$ cat src/rtl/note_scheduler.sv
// note_scheduler: steps through a song ROM, playing each note for
// dur*UNIT_TICKS tick strobes by programming a tone divider.
// Optional build macro NOTE_GAP_EN inserts GAP_TICKS silent ticks between notes;
// without it GAP logic is absent and GAP_TICKS is ignored.
module note_scheduler #(
  parameter int unsigned ADDR_W     = 6,
  parameter int unsigned UNIT_TICKS = 16,
  parameter int unsigned GAP_TICKS  = 2
) (
  input  logic              clk,
  input  logic              rst_n,
  input  logic              start,
  input  logic              stop,
  input  logic              tick,
  output logic [ADDR_W-1:0] rom_addr,
  input  logic [15:0]       rom_data,
  output logic [11:0]       div_limit,
  output logic              tone_en,
  output logic              busy,
  output logic              done
);

  localparam int unsigned TICK_W = (UNIT_TICKS > 1) ? $clog2(UNIT_TICKS) : 1;
  localparam logic [TICK_W-1:0] TICK_LAST = TICK_W'(UNIT_TICKS - 1);
  localparam logic [ADDR_W-1:0] ADDR_LAST = {ADDR_W{1'b1}};
`ifdef NOTE_GAP_EN
  localparam int unsigned GAP_W = (GAP_TICKS > 1) ? $clog2(GAP_TICKS) : 1;
  localparam logic [GAP_W-1:0] GAP_LAST = GAP_W'(GAP_TICKS - 1);
`endif

  typedef enum logic [2:0] {
    S_IDLE  = 3'd0,
    S_FETCH = 3'd1,
    S_LOAD  = 3'd2,
    S_PLAY  = 3'd3,
`ifdef NOTE_GAP_EN
    S_GAP   = 3'd4,
`endif
    S_DONE  = 3'd5
  } state_t;

  state_t              r_state;
  logic [ADDR_W-1:0]   r_rom_addr;
  logic [11:0]         r_div_limit;
  logic                r_tone_en;
  logic                r_busy;
  logic                r_done;
  logic [TICK_W-1:0]   r_tick_cnt;
  logic [3:0]          r_unit_cnt;
`ifdef NOTE_GAP_EN
  logic [GAP_W-1:0]    r_gap_cnt;
  logic [GAP_W-1:0]    w_gap_cnt_nxt;
`endif

  state_t              w_state_nxt;
  logic [ADDR_W-1:0]   w_rom_addr_nxt;
  logic [11:0]         w_div_limit_nxt;
  logic                w_tone_en_nxt;
  logic [TICK_W-1:0]   w_tick_cnt_nxt;
  logic [3:0]          w_unit_cnt_nxt;
  logic [3:0]          w_dur;
  logic [11:0]         w_half;

  assign w_dur  = rom_data[15:12];
  assign w_half = rom_data[11:0];

  // Next-state and next-output logic; stop overrides everything outside IDLE.
  always_comb begin
    w_state_nxt     = r_state;
    w_rom_addr_nxt  = r_rom_addr;
    w_div_limit_nxt = r_div_limit;
    w_tone_en_nxt   = r_tone_en;
    w_tick_cnt_nxt  = r_tick_cnt;
    w_unit_cnt_nxt  = r_unit_cnt;
`ifdef NOTE_GAP_EN
    w_gap_cnt_nxt   = r_gap_cnt;
`endif
    case (r_state)
      S_IDLE: begin
        w_rom_addr_nxt = '0;
        w_tone_en_nxt  = 1'b0;
        if (start && !stop) w_state_nxt = S_FETCH;
      end
      S_FETCH: w_state_nxt = S_LOAD;
      S_LOAD: begin
        if (w_dur == 4'd0) begin
          w_state_nxt = S_DONE;
        end else begin
          w_div_limit_nxt = w_half;
          w_tone_en_nxt   = (w_half != 12'd0);
          w_tick_cnt_nxt  = '0;
          w_unit_cnt_nxt  = w_dur;
          w_state_nxt     = S_PLAY;
        end
      end
      S_PLAY: begin
        if (tick) begin
          if (r_tick_cnt == TICK_LAST) begin
            w_tick_cnt_nxt = '0;
            w_unit_cnt_nxt = r_unit_cnt - 4'd1;
            if (r_unit_cnt == 4'd1) begin
              w_tone_en_nxt = 1'b0;
              if (r_rom_addr == ADDR_LAST) begin
                w_state_nxt = S_DONE;
              end else begin
                w_rom_addr_nxt = r_rom_addr + ADDR_W'(1);
`ifdef NOTE_GAP_EN
                w_gap_cnt_nxt  = '0;
                w_state_nxt    = (GAP_TICKS == 0) ? S_FETCH : S_GAP;
`else
                w_state_nxt    = S_FETCH;
`endif
              end
            end
          end else begin
            w_tick_cnt_nxt = r_tick_cnt + TICK_W'(1);
          end
        end
      end
`ifdef NOTE_GAP_EN
      S_GAP: begin
        w_tone_en_nxt = 1'b0;
        if (tick) begin
          if (r_gap_cnt == GAP_LAST) w_state_nxt = S_FETCH;
          else w_gap_cnt_nxt = r_gap_cnt + GAP_W'(1);
        end
      end
`endif
      S_DONE: begin
        w_tone_en_nxt  = 1'b0;
        w_rom_addr_nxt = '0;
        w_state_nxt    = S_IDLE;
      end
      default: w_state_nxt = S_IDLE;
    endcase
    if (stop && (r_state != S_IDLE)) begin
      w_state_nxt    = S_IDLE;
      w_rom_addr_nxt = '0;
      w_tone_en_nxt  = 1'b0;
    end
  end

  // State and registered outputs; busy/done derive from the next state.
  always_ff @(posedge clk) begin
    if (!rst_n) begin
      r_state     <= S_IDLE;
      r_rom_addr  <= '0;
      r_div_limit <= '0;
      r_tone_en   <= 1'b0;
      r_busy      <= 1'b0;
      r_done      <= 1'b0;
      r_tick_cnt  <= '0;
      r_unit_cnt  <= '0;
`ifdef NOTE_GAP_EN
      r_gap_cnt   <= '0;
`endif
    end else begin
      r_state     <= w_state_nxt;
      r_rom_addr  <= w_rom_addr_nxt;
      r_div_limit <= w_div_limit_nxt;
      r_tone_en   <= w_tone_en_nxt;
      r_busy      <= (w_state_nxt != S_IDLE);
      r_done      <= (w_state_nxt == S_DONE);
      r_tick_cnt  <= w_tick_cnt_nxt;
      r_unit_cnt  <= w_unit_cnt_nxt;
`ifdef NOTE_GAP_EN
      r_gap_cnt   <= w_gap_cnt_nxt;
`endif
    end
  end

  assign rom_addr  = r_rom_addr;
  assign div_limit = r_div_limit;
  assign tone_en   = r_tone_en;
  assign busy      = r_busy;
  assign done      = r_done;

endmodule

$ cat config.mk
export PLATFORM = sky130hd
export DESIGN_NAME = note_scheduler
export DESIGN_NICKNAME = d
export VERILOG_FILES = /design/src/rtl/note_scheduler.sv
export SDC_FILE = /design/constraint.sdc
export NUM_CORES = 1
export LEC_CHECK = 0
export CAP_MARGIN = 25
export CORE_ASPECT_RATIO = 1.75
export CORE_MARGIN = 1.5
export CORE_UTILIZATION = 52
export DETAILED_ROUTE_END_ITERATION = 8
export GPL_TIMING_DRIVEN = 0
export MAX_ROUTING_LAYER = met4
export PLACE_DENSITY = 0.92
export SYNTH_ARGS = -nofsm -noshare
export SYNTH_HDL_FRONTEND = slang
export SYNTH_SLANG_ARGS = --single-unit
export TNS_END_PERCENT = 100
$ cat constraint.sdc
create_clock -name clk -period 5.34 [get_ports clk]
set_input_delay 1.068 -clock clk [delete_from_list [all_inputs] [get_ports clk]]
set_output_delay 1.068 -clock clk [all_outputs]
set_load 0.01 [all_outputs]
==> results of run 1 <==
[area by class of cell]
type	instances	share of cell area (%)
clock inverters	1	0.2269
well taps	43	2.439
clock buffers	6	3.290
repair buffers	41	18.60
inverters	7	1.191
flip-flops and latches	32	29.04
plain buffers	8	2.326
multi-input cells	135	42.88
[cells in the mapped netlist (all sizes together), types with 2 or more instances]
cell type	count
a211oi	2
a21boi	2
a21oi	7
and3	3
and3b	2
buf	6
clkbuf	2
dfxtp	32
ha	4
inv	6
mux2i	18
nand2	7
nand2b	8
nand3	8
nand4	4
nor2	19
nor3	5
nor3b	3
nor4	5
o21ai	12
o311ai	3
o31ai	3
or3	2
or4	2
xor2	2
[through the flow]
step	hold WS (ns)	setup slack [ns]	instance area, um2	utilization [%]	std cells
2_1_floorplan	0.4492	3.045	1664	-	182
3_3_place_gp	0.4584	2.430	2128	68.48	266
3_5_place_dp	0.4650	2.409	2128	68.48	266
4_1_cts	0.4741	2.701	2206	70.97	273
5_1_grt	0.5079	2.535	2206	70.97	273
6_report	0.4730	2.695	2206	70.97	273
[per-layer routing]
metal	share of wire, %	up-vias	global-route usage, %
met5	0	-	-
met4	3.0	0	13.14
met3	3.9	9	4.884
met2	55	43	40.14
met1	39	718	25.55
li1	-	769	-
[placed cells by master, fill, tap and decap left out, types with 4 or more instances in the layout]
cell type	instances
mux2i_1	17
dfxtp_1	32
inv_1	6
clkdlybuf4s50_1	41
clkbuf_8	5
nor2_1	19
nand2_1	7
a21oi_1	7
o21ai_0	12
ha_1	4
nand4_1	4
nor4_1	5
nor3_1	4
nand3_1	7
nand2b_1	8
[cells by family after synthesis]
| logic type | Yosys count | share of synthesized area (%) |
|---|---|---|
| mux | 18 | 11.58 |
| xor+xnor | 2 | 1.053 |
| flops | 32 | 38.50 |
| compound gates | 38 | 15.79 |
| simple gates | 73 | 25.41 |
| fa+ha+maj | 4 | 3.008 |
| buf+inv | 15 | 4.661 |
[critical path, cell delays in order]
cell and delay [ns]:
clkdlybuf4s50_1 0.60, clkinv_1 0.31, nor4_1 0.41, buf_2 0.27
nand2b_1 0.07, mux2i_1 0.12
[sequential cells by signal, summed over array words and instances (netlist names)]
register    cells
r_unit_cnt      4
tone_en         1
div_limit      12
done            1
r_state         3
r_tick_cnt      4
busy            1
rom_addr        6
[power by group]
group | switching [mW] | internal, mW | total (mW)
Sequential | 0.00448 | 0.246 | 0.250
Clock | 0.0851 | 0.0884 | 0.174
Combinational | 0.0322 | 0.0367 | 0.0689
Total | 0.122 | 0.371 | 0.493
[final timing paths]
kind / start / to / slack [ns] / cells past startpoint
worst max-delay path: rst_n / rom_addr[2] / 2.69 / 6
worst min-delay path: r_tick_cnt[1] / r_tick_cnt[1] / 0.47 / 2
worst max register to register: r_unit_cnt[0] / rom_addr[3] / 3.47 / 5
worst min register to register: r_tick_cnt[1] / r_tick_cnt[1] / 0.47 / 2
==> results.cfg, run 1 <==
[status]
run_status = finished, final reports clean

[timing]
slew_viol_final = 0
tightest_slew_ns = 0.5868
setup_tns_ns = 0
fmax_ghz = 0.3780
setup_viol = 0
skew_ns = 0.003855
timing.slew.headroom_pct = 60.46
hold_viol_final = 0
rsz0062_at_grt = false
fin_crit_sh_pct = 49.54
finalCriticalPeriod_ns = 2.645

[logic_synthesis]
synth-async-reset-ratio_pct = 0
synth_area_leader_cell = dfxtp_1
ys_types = 46
synth_cells = 182
synth-main-ff-cell = dfxtp_1
synth_edf_count = 0
synth_nets = 207
synth.avg_cell_area_um2 = 9.143
synth.area.top_cells = dfxtp_1 38%, mux2i_1 10%, nor2_1 4.3%
seq_area_frac_synth_pct = 38.50
synth_top_cell_area_share_pct = 38.50
mappedNetlistArea_mm2 = 0.001664
yosysWarnings = 0
synth.ff_latch_count = 32

[finish]
area_growth_pct = 32.56
layout-drive-gt1-share_pct = 8.696
nFillCells = 251
nets = 255
multi_input_area_um2 = 945.9
regArea_um2 = 640.6
antenna_cells = 0

[hold_path]
holdCritPathClass = register to register

[routing]
viasPerCell = 5.637
drt_iter0_markers = 49
wl_per_cell_um = 13.53
vias = 1539
drtPass1Iterations = 4
antenna_left = 0
routed_wl_um = 3694
drc_errors = 0

[floorplan]
dieWidth_um = 45.77
initial_core_util_pct = 53.54
core_mm2 = 0.003108
die-area_mm2 = 0.003562
ios = 42
core.rowCount = 27
die_height_um = 77.84

[power_and_ir_drop]
p_per_area_mw_per_mm2 = 223.3
peakVddDrop_mv = 0.2181
power.total_mw = 0.4925
p_leak_nw = 0.8775

[clocking]
cts_resized = 0
insertion_delay_ns = 0.28
hold_buffers = 0
cts_root_buf = clkbuf_8
cts.sinks = 32
clk_pin_slew_ns = 0.06
h-tree-depth = 2
clockBufferDepth = 2
cts_setup_buffers = 0
numCtsBuffers = 5
cts_tree = built

[worst_setup_path]
cp_data_required_time_ns = 5.56
worst-setup-path-type = input port to register
arrival_ns = 2.86
endpoint_kind = register
start_kind = input port
crit_path_max_fanout = 10

[placement]
place.gp.congestion = 0.8755
dp_hpwl_um = 2809
port_buffers = 41

[job]
cap_violations = 0

[global_route]
grt_usage_pct = 24.23
antenna_found_initial = 0
grt_max_degree = 11
gr-total-overflow = 0
first_global_vias = 1442
grt_pass1_wl_um = 6285
Note: power is estimated with default switching activity, not from simulation.
==> inputs of run 2 (changes only) <==
--- a/config.mk
+++ b/config.mk
@@ -8,11 +8,11 @@
 export CAP_MARGIN = 25
 export CORE_ASPECT_RATIO = 1.75
 export CORE_MARGIN = 1.5
-export CORE_UTILIZATION = 52
+export CORE_UTILIZATION = 44
 export DETAILED_ROUTE_END_ITERATION = 8
 export GPL_TIMING_DRIVEN = 0
 export MAX_ROUTING_LAYER = met4
-export PLACE_DENSITY = 0.92
+export PLACE_DENSITY = 0.84
 export SYNTH_ARGS = -nofsm -noshare
 export SYNTH_HDL_FRONTEND = slang
 export SYNTH_SLANG_ARGS = --single-unit
==> constraint.sdc (replaced) <==
create_clock -name clk -period 2.28 [get_ports clk]
set_input_delay 0.456 -clock clk [delete_from_list [all_inputs] [get_ports clk]]
set_output_delay 0.456 -clock clk [all_outputs]
set_load 0.01 [all_outputs]
==> run 2 against run 1 <==
Against the previous run:
- die area increased by 17%
- critical endpoint unchanged
- global-route usage fell by 2.9 points
- worst hold slack gained 0.0062 ns
- setup slack worse by 2.5 ns
- first-iteration DRC count shrank 4.1%
- final cell count increased by 1.1%
- routed wire length increased by 7.3%
- combinational power rose by 140%
- sequential power is 130% higher
- clock skew increased by 0.0017 ns
- flip-flop and latch count is the same
- utilization fell by 10 points
==> results.cfg, run 2 (synthesized netlist as in run 1, its figures left out) <==
[timing]
fmax_ghz = 0.4801
finalCriticalPeriod_ns = 2.083
fin_crit_sh_pct = 91.35
tightest_slew_ns = 0.5767
rsz0062_at_grt = false
slew_viol_final = 0
setup_tns_ns = 0
skew_ns = 0.005529
timing.slew.headroom_pct = 61.15
setup_viol = 0
hold_viol_final = 0

[worst_setup_path]
cp_cell_sequence = clkdlybuf4s50_1 -> clkinv_1 -> nor4_1 -> buf_2 -> nand2b_1 -> mux2i_1
slowest_stage = clkdlybuf4s50_1
endpoint_kind = register
cp_data_required_time_ns = 2.49
start_kind = input port
crit_path_max_fanout = 10
worst-setup-path-type = input port to register
max_stage_delay_ns = 0.59
arrival_ns = 2.29

[finish]
antenna_cells = 0
final_common_cell = clkdlybuf4s50_1
largest_register_ffs = 12
layout_common_cells = 41 x clkdlybuf4s50_1, 32 x dfxtp_1, 19 x nor2_1
fin_area_mm2 = 0.002210
nets = 255
nFillCells = 331
area_growth_pct = 32.78
layout-drive-gt1-share_pct = 8.696
post-route-util_pct = 60.90

[power_and_ir_drop]
p_per_area_mw_per_mm2 = 522.0
peakVddDrop_mv = 0.3634
p_leak_nw = 0.8775

[placement]
port_buffers = 41
dp_hpwl_um = 2971
dpl_cell_area_mm2 = 0.002132
place.gp.congestion = 0.8124

[clocking]
cts_resized = 0
insertion_delay_ns = 0.28
clockBufferDepth = 2
hold_buffers = 0
cts.sinks = 32
cts_tree = built
cts_root_buf = clkbuf_8
cts_setup_buffers = 0
clk_pin_slew_ns = 0.06
h-tree-depth = 2
numCtsBuffers = 5

[routing]
drt_iter0_markers = 47
viasPerCell = 5.572
antenna_left = 0
drtPass1Iterations = 5
vias = 1538
drc_errors = 0
wl_per_cell_um = 14.36
routed_wl_um = 3963

[floorplan]
die-area_mm2 = 0.004175
die_height_um = 84.36
ios = 42
initial_core_util_pct = 45.86
dieWidth_um = 49.49
core.rowCount = 29
core_mm2 = 0.003628

[status]
run_status = finished, final reports clean

[global_route]
grt_pass1_wl_um = 6699
gr-total-overflow = 0
first_global_vias = 1502
grt_usage_pct = 21.28
antenna_found_initial = 0
grt_max_degree = 11

[hold_path]
holdCritPathClass = register to register

[job]
cap_violations = 0
-- run 2: cell counts in the layout (fill, tap and decap cells not counted) --
Identical to the previous run, type by type.
-- run 2: area by class of cell --
class | count | area (um2) | area share [%]
Tap cell | 46 | 57.56 | 2.605
Sequential cell | 32 | 640.6 | 28.99
Timing Repair Buffer | 41 | 410.4 | 18.57
Inverter | 7 | 26.28 | 1.189
Buffer | 8 | 51.30 | 2.322
Multi-Input combinational cell | 135 | 945.9 | 42.81
Clock inverter | 1 | 5.005 | 0.2265
Clock buffer | 6 | 72.57 | 3.284
-- run 2: path summary, 6_finish.rpt --
check | from | depth (start not counted) | endpoint | slack (ns)
hold reg to reg | r_tick_cnt[1] | 2 | r_tick_cnt[1] | 0.48
setup reg to reg | r_unit_cnt[0] | 5 | rom_addr[3] | 0.37
setup / recovery | rst_n | 6 | rom_addr[2] | 0.20
hold / removal | r_tick_cnt[1] | 2 | r_tick_cnt[1] | 0.48
-- run 2: where the power goes --
part           switching [mW]  internal, mW  leakage (nW)
logic                  0.0778        0.0861         0.577
registers              0.0106         0.575         0.259
clock network           0.197         0.207        0.0410
total                   0.285         0.868         0.878
-- run 2: worst max-delay path: cells and delay by family --
kind,cells,cell delay (ns)
and+or+nand+nor,2,0.53
muxes,1,0.12
buffers and inverters,3,1.19
-- run 2: per-layer routing --
metal	global-route usage [%]	up-vias	wire, um
met1	21.52	725	1571
li1	-	767	-
met5	-	-	0
met2	37.71	37	2156
met3	3.737	9	121
met4	11.87	0	114
-- run 2: through the flow --
step	setup slack, ns	cells	hold WS, ns	total power, mW
after global placement	-0.05191	269	0.4598	0.7583
after global routing	0.003392	276	0.5138	1.210
after floorplan	0.5755	182	0.4492	0.6800
final	0.1972	276	0.4791	1.153
after CTS	0.1968	276	0.4864	1.171
after detailed placement	-0.07253	269	0.4776	0.7608
